File: config.mk
export PLATFORM = sky130hd
export DESIGN_NAME = seq_divider4
export DESIGN_NICKNAME = d
export VERILOG_FILES = /design/src/rtl/seq_divider4_pkg.sv /design/src/rtl/ripple_carry_adder4.sv /design/src/rtl/seq_divider4.sv
export SDC_FILE = /design/constraint.sdc
export NUM_CORES = 1
export LEC_CHECK = 0
export CORE_MARGIN = 2
export CORE_UTILIZATION = 47
export CTS_CLUSTER_DIAMETER = 200
export CTS_CLUSTER_SIZE = 28
export DETAILED_ROUTE_END_ITERATION = 7
export PLACE_DENSITY = 0.76
export SYNTH_ARGS = -nofsm -noshare
export SYNTH_HDL_FRONTEND = slang
export SYNTH_SLANG_ARGS = --single-unit
File: constraint.sdc
create_clock -name clk -period 2.6 [get_ports clk]
set_input_delay 0.52 -clock clk [delete_from_list [all_inputs] [get_ports clk]]
set_output_delay 0.52 -clock clk [all_outputs]
set_load 0.01 [all_outputs]
File: src/rtl/seq_divider4_pkg.sv
// Shared constants and types for the sequential 4-bit restoring divider.
//   state_e   : FSM encoding (IDLE, CALC, FIN, HOLD) in 2 bits
//   DIV_WIDTH : operand width
//   DIV_ITERS : number of CALC iterations, one per quotient bit
package seq_divider4_pkg;

  localparam int unsigned DIV_WIDTH = 4;
  localparam int unsigned DIV_ITERS = 4;

  typedef enum logic [1:0] {
    StIdle = 2'd0,  // ready, no result yet
    StCalc = 2'd1,  // iterating
    StFin  = 2'd2,  // done pulse
    StHold = 2'd3   // ready, previous result still valid
  } state_e;

  // Reference result for a nonzero divisor is reached after exactly DIV_ITERS steps.
  function automatic logic [1:0] last_iter();
    return 2'(DIV_ITERS - 1);
  endfunction

endpackage

File: src/rtl/ripple_carry_adder4.sv
// 4-bit ripple-carry adder from the small-arithmetic library.
//   p  : addend A
//   q  : addend B
//   c0 : carry-in
//   r  : {carry-out, sum[3:0]}
module ripple_carry_adder4 (
  input  logic [3:0] p,
  input  logic [3:0] q,
  input  logic       c0,
  output logic [4:0] r
);

  logic [4:0] c;

  assign c[0] = c0;

  for (genvar i = 0; i < 4; i++) begin : g_fa
    assign r[i]   = p[i] ^ q[i] ^ c[i];
    assign c[i+1] = (p[i] & q[i]) | (c[i] & (p[i] ^ q[i]));
  end

  assign r[4] = c[4];

endmodule

File: src/rtl/seq_divider4.sv
// Multi-cycle 4-bit unsigned restoring divider with start/busy/done handshake.
// One trial subtraction per cycle through ripple_carry_adder4 (subtract mode).
//   clk           : rising-edge clock
//   rst_n         : asynchronous active-low reset
//   start_i       : request a division (sampled in IDLE/HOLD only)
//   dividend_i    : unsigned dividend, captured with start
//   divisor_i     : unsigned divisor, captured with start
//   busy_o        : high while iterating
//   done_o        : one-cycle pulse when results become valid
//   quotient_o    : quotient, updated on FIN entry and held
//   remainder_o   : remainder, updated on FIN entry and held
//   div_by_zero_o : set with done when the captured divisor was 0
module seq_divider4
  import seq_divider4_pkg::*;
(
  input  logic                 clk,
  input  logic                 rst_n,
  input  logic                 start_i,
  input  logic [DIV_WIDTH-1:0] dividend_i,
  input  logic [DIV_WIDTH-1:0] divisor_i,
  output logic                 busy_o,
  output logic                 done_o,
  output logic [DIV_WIDTH-1:0] quotient_o,
  output logic [DIV_WIDTH-1:0] remainder_o,
  output logic                 div_by_zero_o
);

  state_e               state_q;
  logic [1:0]           cnt_q;
  logic [DIV_WIDTH-1:0] d_q;
  logic [DIV_WIDTH-1:0] q_q;
  // R is conceptually 5 bits, but its MSB is always 0 after an iteration:
  // a kept trial clears it and a restored S only happens when S[4] was 0.
  logic [DIV_WIDTH-1:0] r_q;

  logic                 busy_q;
  logic                 done_q;
  logic [DIV_WIDTH-1:0] quotient_q;
  logic [DIV_WIDTH-1:0] remainder_q;
  logic                 dbz_q;

  logic [DIV_WIDTH:0]   s;
  logic [DIV_WIDTH-1:0] add_p;
  logic [DIV_WIDTH-1:0] add_q;
  logic [DIV_WIDTH:0]   add_r;
  logic                 trial_ok;
  logic [DIV_WIDTH-1:0] r_d;
  logic [DIV_WIDTH-1:0] q_d;

  // Trial subtraction S[3:0] - D as S[3:0] + ~D + 1.
  ripple_carry_adder4 u_adder (
    .p  (add_p),
    .q  (add_q),
    .c0 (1'b1),
    .r  (add_r)
  );

  always_comb begin
    s        = {r_q, q_q[DIV_WIDTH-1]};
    add_p    = s[DIV_WIDTH-1:0];
    add_q    = ~d_q;
    // S[4]=1 means S >= 16 > D, so the trial cannot go negative.
    trial_ok = s[DIV_WIDTH] | add_r[DIV_WIDTH];
    r_d      = trial_ok ? add_r[DIV_WIDTH-1:0] : s[DIV_WIDTH-1:0];
    q_d      = {q_q[DIV_WIDTH-2:0], trial_ok};
  end

  always_ff @(posedge clk or negedge rst_n) begin
    if (!rst_n) begin
      state_q     <= StIdle;
      cnt_q       <= '0;
      d_q         <= '0;
      q_q         <= '0;
      r_q         <= '0;
      busy_q      <= 1'b0;
      done_q      <= 1'b0;
      quotient_q  <= '0;
      remainder_q <= '0;
      dbz_q       <= 1'b0;
    end else begin
      unique case (state_q)
        StIdle, StHold: begin
          done_q <= 1'b0;
          if (start_i) begin
            d_q   <= divisor_i;
            q_q   <= dividend_i;
            r_q   <= '0;
            cnt_q <= '0;
            if (divisor_i == '0) begin
              // Divide by zero resolves immediately with a fixed response.
              state_q     <= StFin;
              busy_q      <= 1'b0;
              done_q      <= 1'b1;
              quotient_q  <= '1;
              remainder_q <= dividend_i;
              dbz_q       <= 1'b1;
            end else begin
              state_q <= StCalc;
              busy_q  <= 1'b1;
            end
          end
        end

        StCalc: begin
          q_q   <= q_d;
          r_q   <= r_d;
          cnt_q <= cnt_q + 2'd1;
          if (cnt_q == last_iter()) begin
            // Final iteration: publish this step's results directly.
            state_q     <= StFin;
            busy_q      <= 1'b0;
            done_q      <= 1'b1;
            quotient_q  <= q_d;
            remainder_q <= r_d;
            dbz_q       <= 1'b0;
          end
        end

        StFin: begin
          done_q  <= 1'b0;
          state_q <= StHold;
        end

        default: begin
          state_q <= StIdle;
          busy_q  <= 1'b0;
          done_q  <= 1'b0;
        end
      endcase
    end
  end

  assign busy_o        = busy_q;
  assign done_o        = done_q;
  assign quotient_o    = quotient_q;
  assign remainder_o   = remainder_q;
  assign div_by_zero_o = dbz_q;

endmodule

# == Word-level counts from Yosys, hierarchy flattened ==
# Index checks and enable logic that the tools add are counted.
# Widths: inputs -> output; s select.
# word_totals
wordCells,78
output_inout_bits,11
input_bits,11
register_bits,27
# classes
muxes,30
n_eq_ne,7
addsub,1
reduce_logical,9
bitwise_logic,21
# op_table
operator,count
$mux 4,9
$pmux 4 s2,4
$mux 1,8
$mux 2,4
$and 1x1->1,7
$xor 1x1->1,7
$eq 2x2->1 const B,3
$ne 2x2->1 const B,3
$pmux 2 s3,1
$reduce_and 2->1,3
$or 1x1->1,5
$logic_not 4->1,1
$not 4->4,1
$pmux 1 s2,2
$pmux 2 s2,1
$reduce_and 4->1,1
$pmux 1 s3,1
$reduce_and 3->1,1
$add 2x1->2 const B,1
$eq 2x1->1 const B,1
$logic_not 2->1,1
$reduce_bool 2->1,1
$reduce_or 2->1,1
$not 1->1,1

# == Longest topological paths before layout ==
# depth
depth_word,13
mapped_depth,8
mapped_depth_nobuf,8

# == Hierarchy ==
# From an unflattened synthesis, not the netlist that was laid out.
# hier_totals
cells_unflattened,167
hier_area_um2,1651.6
# modules_own_cells
mod,n_inst,area_per_inst_um2,cells_each,seq_area_each_um2
seq_divider4,1,1534.0,153,675.6
ripple_carry_adder4,1,117.6,14,0.0

# == Worst setup path after synthesis ==
# No wires, ideal clock.
# synth_path
path_kind,reg2reg
start,register q_q[3]
end,register r_q[0]
period_less_slack_ps,2473
arrival_ps,2408
setup_slack_ps,127
stages_incl_launch_ff,9
setup_time_ps,65
required_time_ps,2535
n_path_buf,0
cell_sequence,dfrtp_1 > inv_1 > ha_1 > fa_1 > fa_1 > fa_1 > nor3b_1 > a2111oi_0 > a21o_1
# synth_between
elab_chain_len,11
word_cells_on_any_way,13
classes_between,mux: 2; bitwise: 11
# synth_lines
element,line,source
from (decl),seq_divider4.sv:31,logic [DIV_WIDTH-1:0] q_q;
from (signal assigned),seq_divider4.sv:86,q_q <= dividend_i;
from (signal assigned),seq_divider4.sv:105,q_q <= q_d;
$and 1x1->1 / $xor 1x1->1 (equally long branches),"ripple_carry_adder4.sv:19, ripple_carry_adder4.sv:18",
$or 1x1->1,ripple_carry_adder4.sv:19,assign c[i+1] = (p[i] & q[i]) | (c[i] & (p[i] ^ q[i]));
$and 1x1->1,ripple_carry_adder4.sv:19,
$or 1x1->1,ripple_carry_adder4.sv:19,
$and 1x1->1,ripple_carry_adder4.sv:19,
$or 1x1->1,ripple_carry_adder4.sv:19,
$and 1x1->1,ripple_carry_adder4.sv:19,
$or 1x1->1,ripple_carry_adder4.sv:19,
$or 1x1->1,seq_divider4.sv:63,trial_ok = s[DIV_WIDTH] | add_r[DIV_WIDTH];
$mux 4 (*),seq_divider4.sv:64,r_d = trial_ok ? add_r[DIV_WIDTH-1:0] : s[DIV_WIDTH-1:0];
$pmux 4 s2 (*),seq_divider4.sv:81,unique case (state_q)
to (signal assigned),seq_divider4.sv:106,r_q <= r_d;
to (decl),seq_divider4.sv:34,logic [DIV_WIDTH-1:0] r_q;
# Mark *: on every way between the ends. The rest lies on a longest branch, timed or not.
# A chain may end at the register's enable or synchronous reset.

# == Worst setup path in the final report ==
# layout_path
start,register d_q[0]
end,register remainder_q[3] (netlist: remainder_o[3])
# layout_between
elab_chain_len,13
word_cells_on_any_way,15
classes_between,mux: 3; bitwise: 12
# layout_lines
element,line,source
from (decl),seq_divider4.sv:30,logic [DIV_WIDTH-1:0] d_q;
from (signal assigned),seq_divider4.sv:85,d_q <= divisor_i;
$not 4->4 (*),seq_divider4.sv:61,add_q = ~d_q;
$and 1x1->1 / $xor 1x1->1 (equally long branches),ripple_carry_adder4.sv:19,
$or 1x1->1 (*),ripple_carry_adder4.sv:19,
$and 1x1->1 (*),ripple_carry_adder4.sv:19,
$or 1x1->1 (*),ripple_carry_adder4.sv:19,
$and 1x1->1 (*),ripple_carry_adder4.sv:19,
$or 1x1->1 (*),ripple_carry_adder4.sv:19,
$and 1x1->1,ripple_carry_adder4.sv:19,
$or 1x1->1,ripple_carry_adder4.sv:19,
$or 1x1->1,seq_divider4.sv:63,
$mux 4 (*),seq_divider4.sv:64,
$mux 4 (*),seq_divider4.sv:108,if (cnt_q == last_iter()) begin
$pmux 4 s2 (*),seq_divider4.sv:81,
to (signal assigned),seq_divider4.sv:95,remainder_q <= dividend_i;
to (signal assigned),seq_divider4.sv:114,remainder_q <= r_d;
to (decl),seq_divider4.sv:39,logic [DIV_WIDTH-1:0] remainder_q;
# Mark *: on every way between the ends. The rest lies on a longest branch, timed or not. The select of a mux whose other input is x is not followed.

==> results by group <==
Run status
  – Outcome: complete, no violations

Die
  – Starting density of the core: 0.4798
  – Die Wd: 59.14 um
  – Die area: 0.003497 mm2
  – Site Rows: 20
  – Die Y: 59.14 um
  – Area of the core: 0.002978 mm2
  – IO Pins: 22

Clock network
  – CTS Buffer Depth: 2
  – Clk sinks: 27
  – TritonCTS clock tree: done
  – Clk pin slew, worst setup/hold paths: 150 ps
  – Cts-stage hold buffer count: 0
  – CTS root buf: clkbuf_4
  – CTS H-tree lvls: 1
  – CTS Buf Count: 3
  – Clock Latency Late Sink: 340 ps

Power
  – Seq pwr share: 0.358
  – Cell area power density: 1141 mW/mm2
  – Tot Pwr: 1.984 mW
  – Clock power share: 0.094
  – VDD IR-drop max: 0.0004494 V
  – Switching part of the total power: 0.3898
  – Switch Pwr: 0.7735 mW
  – Pleak: 0.7139 nW
  – Pint: 1.211 mW
  – Combinational share of power: 0.548

Logic synthesis
  – Synth area leader: dfrtp_1
  – Mapped cell area: 0.001429 mm2
  – Syn nets: 148
  – Mapped Cells: 130
  – Top post-synthesis cells by count: dfrtp_1, nand2_1, mux2_2, o21ai_0, inv_1
  – Post-Synth Adder-Cell Area: 0.07706
  – Synth Area in Compound Gates: 0.1313
  – Number of synthesized flops with an enable pin: 0
  – Number of synthesis warnings: 0
  – Combinational family with the most area after synthesis: simple AND/OR/NAND/NOR gates
  – Yosys reg bits: 27
  – Syn avg cell area: 10.99 um2
  – Post-Synth XOR/XNOR Area: 0
  – Top-count cell post-synth: dfrtp_1
  – Top-area cell type share of the netlist area: 0.4729
  – Synth top area cells: dfrtp_1, mux2_2, fa_1, ha_1, o21ai_0
  – Sequential element share of the synthesized area: 0.4729
  – Fraction of the mapped netlist area in simple logic gates: 0.1743
  – Asr flop ratio synth: 1.000
  – Post-synthesis mux area share: 0.1077
  – Distinct cells, synth: 35
  – Most common flop cell mapped by yosys: dfrtp_1

Detailed routing
  – DRT antenna net count: 0
  – Vias per Instance: 5.529
  – DR pass1 iterations: 4
  – Initial DRC Count: 52
  – Routed WL per cell: 15.17 um
  – Remaining DRCs: 0
  – Via count: 1045
  – Routed wire length: 2867 um

Cells and area
  – Area added between synthesis and finish: 21.72%
  – Fillers: 242
  – Layout cells sized above 1: 0.1731
  – Ant. Diodes: 0
  – # nets final: 175

Timing
  – Final period utilization: 0.9510
  – Period minus WS final: 2472 ps
  – Final setup viols: 0
  – Min Hold Slack: 502.2 ps
  – Fin Clk Skew: 7.314 ps
  – Slew HR: 0.6167
  – Achievable Freq: 0.4045 GHz
  – Tightest Pin Transition: 573.8 ps
  – Max Slew Vio Count: 0
  – RSZ-0062 raised after global routing: false
  – Final hold violation count: 0
  – Fin Setup TNS: 0 ps

Setup path
  – CP cell instances: ha_1, fa_2, fa_2, fa_2, nor2b_1, o211ai_1, a32o_1
  – CP dominant cell by count: fa_2
  – CP max-delay cell: dfrtp_1
  – Crit Path Category: flip-flop to flip-flop
  – Buf/Inv on CP: 0
  – CP top delay family: adder cells
  – Crit start category: flip-flop
  – Worst Path Arrival: 2750 ps
  – Worst path max stage delay: 420 ps
  – Worst r2r src: d_q[0]
  – Worst setup EP type: flip-flop
  – Worst setup path start: d_q[0]
  – Worst Path Required: 2880 ps
  – Worst Path Max Fanout: 8

GRT
  – First-pass GRT wire length: 4767 um
  – Grt total ovfl: 0
  – Initial antenna violation count: 0
  – All-Layer GR Usage: 0.1858
  – Largest net degree at the start of global routing: 28
  – Vias in the first global route: 1010

Job
  – Maxcap violations: 0

Min path
  – Min-Delay Path Class: flip-flop to flip-flop
  – Hold wc startpoint: cnt_q[1]

Placed design
  – Hpwl dp: 2151 um
  – Placer's final routability congestion estimate: 0.8628
  – IO buf count: 21
## cell type report
cell class	instances	area, um2	share of cell area
clock buffer	3	22.52	0.01295
tap	33	41.29	0.02374
multi-input combinational	90	709.4	0.4079
timing repair buffer	27	255.2	0.1468
inverter	8	30.03	0.01727
clock inverter	1	5.005	0.002878
sequential	27	675.6	0.3885
## layer usage
metal	up-vias	share of wire	global-route usage
li1	511	-	-
met1	503	0.46	0.2423
met2	22	0.48	0.2952
met3	9	0.025	0.02620
met4	0	0.036	0.1071
met5	-	0	0
## final timing paths
check,slack (ps),to,depth (start not counted)
max,130,remainder_o[3],7
min,500,cnt_q[1],2
max reg2reg,130,remainder_o[3],7
min reg2reg,500,cnt_q[1],2
max in group asynchronous,1810,q_q[3],2
min in group asynchronous,530,remainder_o[2],2
## placed cells by master, fill, tap and decap left out, drive strengths merged, types with 2 or more instances in the layout
| cell type | n |
|---|---|
| a32o | 2 |
| nand2b | 6 |
| nand2 | 13 |
| ha | 4 |
| o211ai | 2 |
| o21ai | 10 |
| mux2i | 3 |
| nor2b | 4 |
| nor2 | 4 |
| nand3b | 4 |
| nor3b | 3 |
| fa | 3 |
| nor3 | 3 |
| clkdlybuf4s50 | 21 |
| clkbuf | 3 |
| o22ai | 2 |
| dfrtp | 27 |
| mux2 | 11 |
| inv | 8 |
| nand3 | 4 |
| buf | 6 |
## timing repair
| action | CTS | global route |
|---|---|---|
| cloned | 0 | 0 |
| setup endpoints to repair | 5 | 6 |
| endpoints found under the hold margin | 0 | 0 |
| resized for setup | 1 | 4 |
| setup buffers | 0 | 1 |
## worst register-to-register path, delay by kind of cell, from the launching register on
kind | cells | cell delay, ps
flip-flops | 1 | 420
AO/OA/AOI/OAI | 2 | 470
AND/OR/NAND/NOR | 1 | 190
adder cells (fa/ha/maj) | 4 | 1340
## kinds of logic (layout without fill, tap and decap cells)
| logic type | count (synthesis) | in the layout |
|---|---|---|
| simple gates | 44 | 44 |
| compound gates | 25 | 25 |
| fa+ha+maj | 7 | 7 |
| flops | 27 | 27 |
| mux | 14 | 14 |
| buf+inv | 13 | 39 |
## through the flow
stage                     worst slack, ps  std cells    util  area (um2)
final                               127.5        189  0.5840        1739
after global routing                43.84        189  0.5840        1739
after CTS                           3.086        188  0.5794        1725
after detailed placement           -57.72        184  0.5693        1695
after global placement              47.77        184  0.5693        1695
after floorplan                     127.4        130       -        1429
## power groups by stage
stage / Combinational, mW / Clock, mW / Sequential, mW
3_5_place_dp: 1.05 / 0 / 0.722
4_1_cts: 1.07 / 0.193 / 0.711
3_3_place_gp: 1.03 / 0 / 0.710
2_1_floorplan: 0.664 / 0 / 0.728
6_report: 1.09 / 0.187 / 0.711
5_1_grt: 1.21 / 0.210 / 0.732
## registers in the layout (all words and copies together), names as in the netlist
| register | count |
|---|---|
| r_q | 4 |
| busy_o | 1 |
| q_q | 4 |
| quotient_o | 4 |
| div_by_zero_o | 1 |
| state_q | 2 |
| cnt_q | 2 |
| d_q | 4 |
| done_o | 1 |
| remainder_o | 4 |
Note: power is estimated with default switching activity, not from simulation.
